**src/rtl/read_burst_capture_pkg.sv**
```systemverilog
// Shared read-path definitions: FSM states, burst lengths and deserialiser geometry
// used by the read burst capture stage.
package read_burst_capture_pkg;

    typedef enum logic [1:0] {
        ST_IDLE    = 2'd0,
        ST_WAIT    = 2'd1,
        ST_CAPTURE = 2'd2
    } state_t;

    localparam int BL16_BEATS = 16;
    localparam int BC8_BEATS  = 8;

    localparam logic BL_SEL_BL16 = 1'b0;
    localparam logic BL_SEL_BC8  = 1'b1;

    localparam int BEAT_CNT_W   = 5;
    localparam int OFFSET_CNT_W = 3;

    localparam int SLOTS_PER_WORD = 4;
    localparam int SLOT_W         = 2;

    // Index of the final beat of a burst, compared against the running beat counter.
    function automatic logic [BEAT_CNT_W-1:0] last_beat_index(input logic bl_sel);
        if (bl_sel == BL_SEL_BC8) begin
            return BEAT_CNT_W'(BC8_BEATS - 1);
        end
        return BEAT_CNT_W'(BL16_BEATS - 1);
    endfunction

endpackage

```
**src/rtl/read_burst_capture_rd_deserializer.sv**
```systemverilog
// Four-slot beat collector: stores beats 0..2, and on slot 3 emits the packed word
// with a one-cycle valid strobe. The output word holds until the next one.
module rd_deserializer
    import read_burst_capture_pkg::*;
#(
    parameter int DQ_WIDTH = 8
)
(
    input  logic                               clk,
    input  logic                               rst,
    input  logic                               capture_en,
    input  logic [SLOT_W-1:0]                  slot,
    input  logic [DQ_WIDTH-1:0]                dq,
    output logic [SLOTS_PER_WORD*DQ_WIDTH-1:0] word,
    output logic                               word_valid
);

    logic [DQ_WIDTH-1:0] slot0;
    logic [DQ_WIDTH-1:0] slot1;
    logic [DQ_WIDTH-1:0] slot2;

    // Slot 3 is never stored: it goes straight into the word together with the held slots.
    always_ff @(posedge clk or posedge rst) begin
        if (rst) begin
            slot0      <= '0;
            slot1      <= '0;
            slot2      <= '0;
            word       <= '0;
            word_valid <= 1'b0;
        end else begin
            word_valid <= 1'b0;
            if (capture_en) begin
                case (slot)
                    2'd0: slot0 <= dq;
                    2'd1: slot1 <= dq;
                    2'd2: slot2 <= dq;
                    default: begin
                        word       <= {dq, slot2, slot1, slot0};
                        word_valid <= 1'b1;
                    end
                endcase
            end
        end
    end

endmodule

```
**src/rtl/read_burst_capture.sv**
```systemverilog
// Read burst capture: opens a DQ capture window a programmable number of cycles
// after each preamble detection and deserialises the burst into 4-beat words.
module read_burst_capture
    import read_burst_capture_pkg::*;
#(
    parameter int DQ_WIDTH       = 8,
    parameter int BEATS_PER_WORD = 4
)
(
    input  logic                               clk_i,
    input  logic                               reset_i,
    input  logic                               en_i,
    input  logic                               pattern_detected_i,
    input  logic [DQ_WIDTH-1:0]                dq_i,
    input  logic                               bl_sel_i,
    input  logic [OFFSET_CNT_W-1:0]            rd_offset_i,
    input  logic                               err_clr_i,
    output logic [BEATS_PER_WORD*DQ_WIDTH-1:0] rd_data_o,
    output logic                               rd_valid_o,
    output logic                               burst_done_o,
    output logic                               gate_open_o,
    output logic                               overrun_err_o
);

    state_t                  state;
    state_t                  next_state;
    logic [BEAT_CNT_W-1:0]   beat_cnt;
    logic [OFFSET_CNT_W-1:0] offset_cnt;
    logic                    bl_sel_q;
    logic [BEAT_CNT_W-1:0]   last_idx;
    logic                    capture_en;
    logic                    last_beat;
    logic                    overrun_set;
    logic                    gate_next;

    assign last_idx = last_beat_index(bl_sel_q);

    always_ff @(posedge clk_i or posedge reset_i) begin
        if (reset_i) begin
            state <= ST_IDLE;
        end else begin
            state <= next_state;
        end
    end

    // Dropping the enable abandons whatever burst is in flight.
    always_comb begin
        next_state = state;
        if (!en_i) begin
            next_state = ST_IDLE;
        end else begin
            case (state)
                ST_IDLE: begin
                    if (pattern_detected_i) begin
                        next_state = (rd_offset_i != '0) ? ST_WAIT : ST_CAPTURE;
                    end
                end
                ST_WAIT: begin
                    if (offset_cnt <= 3'd1) begin
                        next_state = ST_CAPTURE;
                    end
                end
                ST_CAPTURE: begin
                    if (beat_cnt == last_idx) begin
                        next_state = ST_IDLE;
                    end
                end
                default: next_state = ST_IDLE;
            endcase
        end
    end

    // A detection pulse outside IDLE is only recorded; it never disturbs the running burst.
    always_comb begin
        capture_en  = en_i && (state == ST_CAPTURE);
        last_beat   = capture_en && (beat_cnt == last_idx);
        overrun_set = pattern_detected_i && (state != ST_IDLE);
        gate_next   = (next_state == ST_CAPTURE);
    end

    always_ff @(posedge clk_i or posedge reset_i) begin
        if (reset_i) begin
            beat_cnt   <= '0;
            offset_cnt <= '0;
            bl_sel_q   <= BL_SEL_BL16;
        end else if (!en_i) begin
            beat_cnt   <= '0;
            offset_cnt <= '0;
        end else begin
            case (state)
                ST_IDLE: begin
                    if (pattern_detected_i) begin
                        bl_sel_q   <= bl_sel_i;
                        offset_cnt <= rd_offset_i;
                        beat_cnt   <= '0;
                    end
                end
                ST_WAIT: begin
                    offset_cnt <= offset_cnt - 3'd1;
                end
                ST_CAPTURE: begin
                    beat_cnt <= last_beat ? '0 : beat_cnt + 5'd1;
                end
                default: begin
                    beat_cnt   <= '0;
                    offset_cnt <= '0;
                end
            endcase
        end
    end

    // Set has priority over clear so an overrun on the clearing edge is not lost.
    always_ff @(posedge clk_i or posedge reset_i) begin
        if (reset_i) begin
            burst_done_o  <= 1'b0;
            gate_open_o   <= 1'b0;
            overrun_err_o <= 1'b0;
        end else begin
            burst_done_o <= last_beat;
            gate_open_o  <= gate_next;
            if (overrun_set) begin
                overrun_err_o <= 1'b1;
            end else if (err_clr_i) begin
                overrun_err_o <= 1'b0;
            end
        end
    end

    rd_deserializer #(
        .DQ_WIDTH (DQ_WIDTH)
    ) u_deser (
        .clk        (clk_i),
        .rst        (reset_i),
        .capture_en (capture_en),
        .slot       (beat_cnt[SLOT_W-1:0]),
        .dq         (dq_i),
        .word       (rd_data_o),
        .word_valid (rd_valid_o)
    );

endmodule

```
**config.mk**
```make
export PLATFORM = sky130hd
export DESIGN_NAME = read_burst_capture
export DESIGN_NICKNAME = d
export VERILOG_FILES = /design/src/rtl/read_burst_capture_pkg.sv /design/src/rtl/read_burst_capture_rd_deserializer.sv /design/src/rtl/read_burst_capture.sv
export SDC_FILE = /design/constraint.sdc
export NUM_CORES = 1
export LEC_CHECK = 0
export ABC_AREA = 1
export CORE_AREA = 2 2 104 106
export DETAILED_ROUTE_END_ITERATION = 8
export DIE_AREA = 0 0 106 108
export PLACE_DENSITY_LB_ADDON = 0.3
export SYNTH_ARGS = -nofsm -noshare
export SYNTH_HDL_FRONTEND = slang
export SYNTH_SLANG_ARGS = --single-unit
```
**constraint.sdc**
```tcl
create_clock -name clk_i -period 2.6 [get_ports clk_i]
set_input_delay 0.52 -clock clk_i [delete_from_list [all_inputs] [get_ports clk_i]]
set_output_delay 0.52 -clock clk_i [all_outputs]
set_load 0.03 [all_outputs]
```
# [Yosys cells after proc, flatten, opt, wreduce, memory -nomap -nowiden]
# Index checks and enable logic that the tools add are counted.
[op_classes] reduce_logical=16 eq_ne=9 add_sub_neg=2 n_bitwise=1 magnitude_cmp=1 mux=20
[op_table] operator="5-bit two-way mux" count=5
[op_table] operator="5-bit case mux with 3 select lines" count=1
[op_table] operator="2-bit AND reduction" count=6
[op_table] operator="2-bit two-way mux" count=5
[op_table] operator="3-bit case mux with 3 select lines" count=1
[op_table] operator="2-bit equality test (second input constant)" count=3
[op_table] operator="3-bit two-way mux" count=2
[op_table] operator="2-bit case mux with 3 select lines" count=1
[op_table] operator="5-bit by 1-bit adder with 5-bit output (second input constant)" count=1
[op_table] operator="5-bit equality test" count=1
[op_table] operator="1-bit two-way mux" count=5
[op_table] operator="2-bit by 1-bit equality test with 1-bit output (second input constant)" count=2
[op_table] operator="2-bit zero test" count=2
[op_table] operator="2-bit inequality test (second input constant)" count=2
[op_table] operator="2-bit nonzero test" count=2
[op_table] operator="3-bit by 1-bit less-or-equal comparator with 1-bit output (second input constant)" count=1
[op_table] operator="1-bit logical AND" count=3
[op_table] operator="3-bit inequality test (second input constant)" count=1
[op_table] operator="3-bit AND reduction" count=1
[op_table] operator="3-bit nonzero test" count=1
[op_table] operator="3-bit OR reduction" count=1
[op_table] operator="3-bit by 1-bit subtractor with 3-bit output (second input constant)" count=1
[op_table] operator="1-bit inverter" count=1
[totals] elab_cells=61 in_bits=17 out_inout_bits=36 ff_bits=71

# [Depth between registers and ports, before layout]
# Gate-level depths: netlist of the first run.
[logic_depth] ltp_word=7 mapped_depth=9 depth_no_buf=8

# [Cells and area by module]
# From an unflattened synthesis of the first run, not the netlist that was laid out.
[hier_totals] hier_cells=356 area_unflattened_um2=3196.8
[by_module_without_submodules] module="rd_deserializer" area_per_inst_um2=2412.3 seq_area_each_um2=1426.4 cells_per_inst=254 instances=1
[by_module_without_submodules] module="read_burst_capture" area_per_inst_um2=784.5 seq_area_each_um2=350.3 cells_per_inst=102 instances=1

# [Worst setup path after synthesis of the first run]
# No wires, ideal clock.
[synth_path] path_kind="flip-flop to flip-flop" from="register state[0]" to="register u_deser.word[17]" setup_time_ns=0.117 path_buffers=1 required_time_ns=2.483 arrival_time_ns=1.073 slack_ns=1.410 period_less_slack_ns=1.190 path_stages_with_launch=8 cell_sequence="dfrtp_1 -> nor2_4 -> nand2_4 -> inv_8 -> nand2_4 -> buf_4 -> nand2_1 -> nand2_1"
[synth_between] elab_chain_cells=3
[synth_rtl] item="start, declared" line_no="read_burst_capture.sv:25" text="state_t state;"
[synth_rtl] item="start signal, assigned" line_no="read_burst_capture.sv:42" text="state <= next_state;"
[synth_rtl] item="2-bit equality test" line_no="read_burst_capture.sv:75" text="capture_en = en_i && (state == ST_CAPTURE);"
[synth_rtl] item="1-bit logical AND" line_no="read_burst_capture.sv:75"
[synth_rtl] item="2-bit AND reduction (no line)"
[synth_rtl] item="end signal, assigned" line_no="read_burst_capture_rd_deserializer.sv:38" text="word <= {dq, slot2, slot1, slot0};"
[synth_rtl] item="end, declared" line_no="read_burst_capture_rd_deserializer.sv:14" text="output logic [SLOTS_PER_WORD*DQ_WIDTH-1:0] word,"
# Every way passes these cells.
# A chain may end at the register's enable or synchronous reset.

# [Worst setup path after layout of the first run]
[layout_path] from="register u_deser.word[31]" to="output port rd_data_o[31]"
[layout_rtl] item="end, declared" line_no="read_burst_capture.sv:18" text="output logic [BEATS_PER_WORD*DQ_WIDTH-1:0] rd_data_o,"
# No word-level cell between the ends.

==> impl_metrics.csv, run 1 <==
group,metric,value,unit
run_status,status,"finished clean",
timing,setup_violations,0,
floorplan,coreArea,10200,um2
pwr,p_leak,1.96,nW
synthesis,ys_seq_area_share,58.8,%
worst_hold_path,hp-class,"flip-flop to flip-flop",
global_route,grt_pass1_vias,2282,
synthesis,ys_ff_latch,71,
synthesis,ys.flop_type,"dfrtp_1",
synthesis,synth_edf_count,0,
cts,cts_buffer_depth,2,
floorplan,die_y,108,um
worst_setup_path,path_buf_inv,1,
worst_setup_path,cp_slowest_cell,"clkdlybuf4s50_1",
finish,num-fill-cells,1057,
finish,diodes,0,
cts,cts_resized,0,
worst_setup_path,critical_path.max_fanout,2,
pwr,powerDensity,655,nW/um2
synthesis,ys_warn_count,0,
global_route,grt_overflow,0,
worst_hold_path,hold_depth,2,
timing,finalSetupTns,0,ns
drt,vias_per_cell,4.31,
drt,wl,6.48,mm
worst_setup_path,critical_path.max_stage_delay,0.69,ns
cts,root_buffer,"clkbuf_8",
drt,num_vias,2231,
synthesis,syn_area_per_cell,9.45,um2
worst_setup_path,worstPathArrival,1.41,ns
cts,cts_sinks,71,
floorplan,io_pins,53,
timing,drv_slew,0,
worst_setup_path,path_cells,"clkdlybuf4s50_1",
timing,hold_violations,0,
floorplan,rows,37,
worst_setup_path,cp-end-kind,"primary output",
cts,cts_buffers,9,
place,gp_congestion,0.797,
global_route,grt_pass1_wl,11.2,mm
synthesis,ys_top_cells_by_area,"dfrtp_1, nand2_1, o21ai_1",
place,place_hpwl,4.56,mm
synthesis,syn-cell-area,3020,um2
timing,relSlewSlack,67.1,%
cts,cts_max_level,3,
cts,cts.reportedPaths.clkPinSlew,0.09,ns
timing,period_minus_slack,1.93,ns
floorplan,die-area,11400,um2
synthesis,synth.distinct_cells,27,
worst_setup_path,path_depth,1,
worst_setup_path,cpLargestDelayFamily,"buffers and inverters",
drt,dr.pass1.iters,4,
synthesis,syn_inst,320,
job,maxCapViolations,0,
global_route,track_usage,12.6,%
synthesis,ys_async_sr_fraction,100,%
finish,layout.nets,401,
synthesis,synth_top_area_share,58.8,%
drt,first_iter_violations,100,
drt,drc,0,
finish,area_growth_syn_to_layout,28.1,%
cts,clk_latency,0.34,ns
timing,finalCritPeriodShare,74.4,%
finish,layout-drive-gt1-share,12.0,%
pwr,peakVddDrop,0.302,mV
floorplan,initial_utilization,29.5,%
worst_setup_path,start_kind,"flip-flop",
timing,worstMarginPinSlew,0.493,ns
timing,clock.fmax,517,MHz
place,dpl-instance-area,3670,um2
worst_setup_path,r2r_cells,5,
timing,rsz0062_at_grt,"no",
cts,ctsHoldBuffers,0,
drt,wl_per_cell,12.5,um
global_route,grt_max_degree,29,
floorplan,die_w,106,um
synthesis,yosysMostFrequentCell,"nand2_1",
synthesis,syn-num-nets,344,
timing,worst_clock_skew,0.00918,ns
worst_setup_path,required,2.08,ns
cts,cts_setup_buffers,0,
cts,cts_tree,"done",
synthesis,synthTopCellsByCount,"nand2_1, dfrtp_1, o21ai_1",
drt,ant_nets,0,
synthesis,synth_top_area_cell,"dfrtp_1",
global_route,grt_antenna_before_repair,0,
worst_setup_path,path_class,"flip-flop to primary output",
place,portBuffers,52,
finish,final_cell_area,3870,um2
logic make-up after synthesis:
kind of cell             count (synthesis)  share of synthesized area, %
XOR/XNOR                                 1                         0.290
adder cells (fa/ha/maj)                  7                          2.90
AO/OA/AOI/OAI                           44                          8.20
AND/OR/NAND/NOR                        161                          23.0
buffers and inverters                   36                          6.87
flip-flops                              71                          58.8
area by class of cell:
| cell class | instances | area [um2] | share of cell area [%] |
|---|---|---|---|
| clock buffers | 9 | 124 | 3.20 |
| clock inverters | 7 | 81.3 | 2.10 |
| inverters | 27 | 114 | 2.94 |
| multi-input cells | 213 | 1040 | 26.8 |
| flip-flops and latches | 71 | 1780 | 45.9 |
| well taps | 136 | 170 | 4.39 |
| repair buffers | 55 | 568 | 14.7 |
registers in the layout, indices dropped and copies added, names as in the netlist:
signal,cells
bl_sel_q,1
u_deser.word_valid,1
overrun_err_o,1
u_deser.slot1,8
u_deser.word,32
burst_done_o,1
beat_cnt,5
u_deser.slot2,8
state,2
offset_cnt,3
u_deser.slot0,8
gate_open_o,1
final timing paths:
kind                                        from  slack [ns]          endpoint
worst max-delay path            u_deser.word[31]        0.67     rd_data_o[31]
worst min-delay path            u_deser.slot2[0]        0.47  u_deser.word[16]
worst max register to register       beat_cnt[0]        1.08  u_deser.word[17]
worst min register to register  u_deser.slot2[0]        0.47  u_deser.word[16]
max in group asynchronous                reset_i        1.56  u_deser.slot2[0]
min in group asynchronous                reset_i        0.52  u_deser.word[13]
metal layers:
layer / up-vias / track usage [%] / wire length, um
met3: 11 / 2.71 / 286
met2: 49 / 18.7 / 2780
met1: 1051 / 17.8 / 3310
met4: 0 / 5.17 / 107
li1: 1120 / - / -
met5: - / 0 / 0
through the flow:
step / hold WS [ns] / power, W / worst slack (ns) / cells / utilization, %
2_1_floorplan: 0.442 / 0.00154 / 0.283 / 320 / -
3_3_place_gp: 0.451 / 0.00165 / 0.518 / 502 / 35.8
3_5_place_dp: 0.455 / 0.00166 / 0.496 / 502 / 35.8
4_1_cts: 0.471 / 0.00258 / 0.643 / 518 / 37.9
5_1_grt: 0.499 / 0.00269 / 0.623 / 518 / 37.9
6_report: 0.469 / 0.00254 / 0.666 / 518 / 37.9
worst min-delay path: stages (launching register included):
cell	delay, ns
dfrtp_1	0.35
nand2_1	0.05
nand2_1	0.05
where the power goes:
| group | switching [W] | internal, W |
|---|---|---|
| combinational | 0.000192 | 0.000136 |
| clock | 0.000449 | 0.000456 |
| sequential | 0.0000803 | 0.00122 |
| total | 0.000721 | 0.00182 |
placed cells by master (no fill, tap or decap), types with 5 or more instances in the layout:
cell type,netlist,routed
clkbuf_8,0,9
clkdlybuf4s50_1,0,52
dfrtp_1,71,71
ha_1,7,7
inv_1,24,23
nand2_1,127,127
nand2_2,9,9
nand2_4,5,5
nand3_1,8,8
nor2_1,5,5
o21ai_0,8,8
o21ai_1,26,26
o21ai_2,6,6
(Power assumes the default switching activity.)
==> run 2: changes to the inputs <==
Clock period 2.6 ns to 1.69 ns, I/O delays scaled along.
==> run 2 against run 1 <==
Net effect:
- non-clock buffer count increased by 2
- first-iteration DRC count grew 49%
- core utilization decreased by 0.29 points
- routed wire length fell by 3.3%
- via count decreased by 0.99%
- register-to-register slack worse by 0.74 ns
- clock-buffer cell count rose by 1
- setup slack worse by 0.46 ns
- critical path depth is the same
- combinational power increased by 49%
- sequential power rose by 54%
- critical path type unchanged
- largest power group unchanged
==> impl_metrics.csv, run 2 (synthesized netlist as in run 1, its figures left out) <==
group,metric,value,unit
run_status,status,"finished clean",
timing,rsz0062_at_grt,"no",
finish,final_common_cell,"nand2_1",
global_route,met2_usage,18.3,%
cts,clk_latency,0.35,ns
worst_setup_path,path_depth,1,
worst_setup_path,path_class,"flip-flop to primary output",
drt,dr.pass1.iters,4,
finish,top_register,"u_deser.word",
timing,finalSetupTns,0,ns
drt,num_vias,2209,
timing,drv_slew,0,
floorplan,die-area,11400,um2
place,place_hpwl,4.43,mm
place,gp_congestion,0.795,
finish,final_cell_area,3840,um2
finish,multi_input_area,1040,um2
global_route,grtUsageMet1,16.7,%
finish,layout_common_cells,"nand2_1, dfrtp_1, dlygate4sd2_1",
worst_setup_path,cpLargestDelayFamily,"buffers and inverters",
finish,regArea,1780,um2
timing,clock.fmax,673,MHz
worst_setup_path,cp_slowest_cell,"dlygate4sd2_1",
floorplan,die_w,106,um
timing,period_minus_slack,1.48,ns
worst_setup_path,path_buf_inv,1,
floorplan,initial_utilization,29.5,%
worst_setup_path,start_kind,"flip-flop",
cts,cts_sinks,71,
timing,whs,0.435,ns
drt,wl_per_cell,12.1,um
global_route,met3_usage,2.41,%
floorplan,io_pins,53,
global_route,busiest_layer,"met2",
drt,wl,6.27,mm
worst_setup_path,reg2reg_slack,0.34,ns
timing,setup_violations,0,
global_route,grt_antenna_before_repair,0,
pwr,powerDensity,1000,nW/um2
worst_setup_path,worstPathArrival,1.15,ns
cts,cts_buffers,9,
timing,finalCritPeriodShare,87.9,%
worst_setup_path,rr_startpoint,"beat_cnt[1]",
finish,layout.nets,403,
global_route,grt_max_degree,72,
cts,cts_max_level,3,
drt,first_iter_violations,149,
timing,worstMarginPinSlew,0.380,ns
worst_setup_path,r2r-end,"gate_open_o",
finish,final_cells,520,
global_route,grt_overflow,0,
worst_setup_path,critical_path.max_stage_delay,0.42,ns
finish,layout-drive-gt1-share,12.2,%
cts,cts.reportedPaths.clkPinSlew,0.07,ns
finish,diodes,0,
worst_setup_path,path_cells,"dlygate4sd2_1",
timing,worst_clock_skew,0.00955,ns
cts,ctsHoldBuffers,0,
cts,cts_tree,"done",
floorplan,rows,37,
job,maxCapViolations,0,
pwr,peakVddDrop,0.323,mV
worst_setup_path,critical_path.max_fanout,2,
drt,vias_per_cell,4.25,
floorplan,die_y,108,um
global_route,grt_pass1_vias,2163,
global_route,track_usage,12.2,%
drt,ant_nets,0,
cts,root_buffer,"clkbuf_8",
finish,area_growth_syn_to_layout,27.1,%
timing,hold_violations,0,
timing,relSlewSlack,74.7,%
floorplan,coreArea,10200,um2
worst_setup_path,cp-end-kind,"primary output",
finish,largest_reg_flops,32,
place,dpl-instance-area,3690,um2
place,portBuffers,52,
finish,num-fill-cells,1039,
finish,final_util,37.6,%
worst_setup_path,required,1.35,ns
place,placed_cells,504,
worst_setup_path,r2r_cells,8,
cts,cts_buffer_depth,2,
worst_hold_path,hp-class,"input port to async pin",
pwr,p_leak,2.14,nW
global_route,grt_pass1_wl,10.8,mm
drt,drc,0,
-- run 2: report_power, final --
part           leakage (nW)  switching, W  internal (W)
logic                  1.08      0.000288      0.000201
registers             0.970      0.000121       0.00188
clock network        0.0891      0.000664      0.000689
-- run 2: what timing repair did --
item | 4_1_cts | 5_1_grt
setup buffers | 0 | 0
resized for setup | 35 | 1
setup endpoints to repair | 35 | 1
-- run 2: worst max-delay path by stage --
stage	startpoint	slack, ns	endpoint
floorplan	state[0]	0.50	u_deser.word[17]
CTS	gate_open_o	0.01	gate_open_o
detailed placement	en_i	0.06	u_deser.word[19]
global placement	en_i	0.08	offset_cnt[0]
finish	u_deser.word[17]	0.21	rd_data_o[17]
global route	beat_cnt[1]	0.14	gate_open_o
-- run 2: metrics by stage --
step | setup slack, ns | power [W]
6_report | 0.205 | 0.00384
5_1_grt | 0.144 | 0.00407
4_1_cts | 0.0106 | 0.00389
3_5_place_dp | 0.0580 | 0.00254
3_3_place_gp | 0.0816 | 0.00252
2_1_floorplan | 0.500 | 0.00237
-- run 2: metal layers --
metal | up-vias | wire, um
met3 | 10 | 165
li1 | 1120 | -
met4 | 0 | 153
met1 | 1042 | 3170
met2 | 37 | 2780
met5 | - | 0
-- run 2: cell type report --
cell class | instances | area share, %
Tap cell | 136 | 4.43
Sequential cell | 71 | 46.2
Clock buffer | 10 | 3.32
Timing Repair Buffer | 57 | 14.1
Clock inverter | 6 | 1.82
Multi-Input combinational cell | 213 | 27.0
Inverter | 27 | 3.06
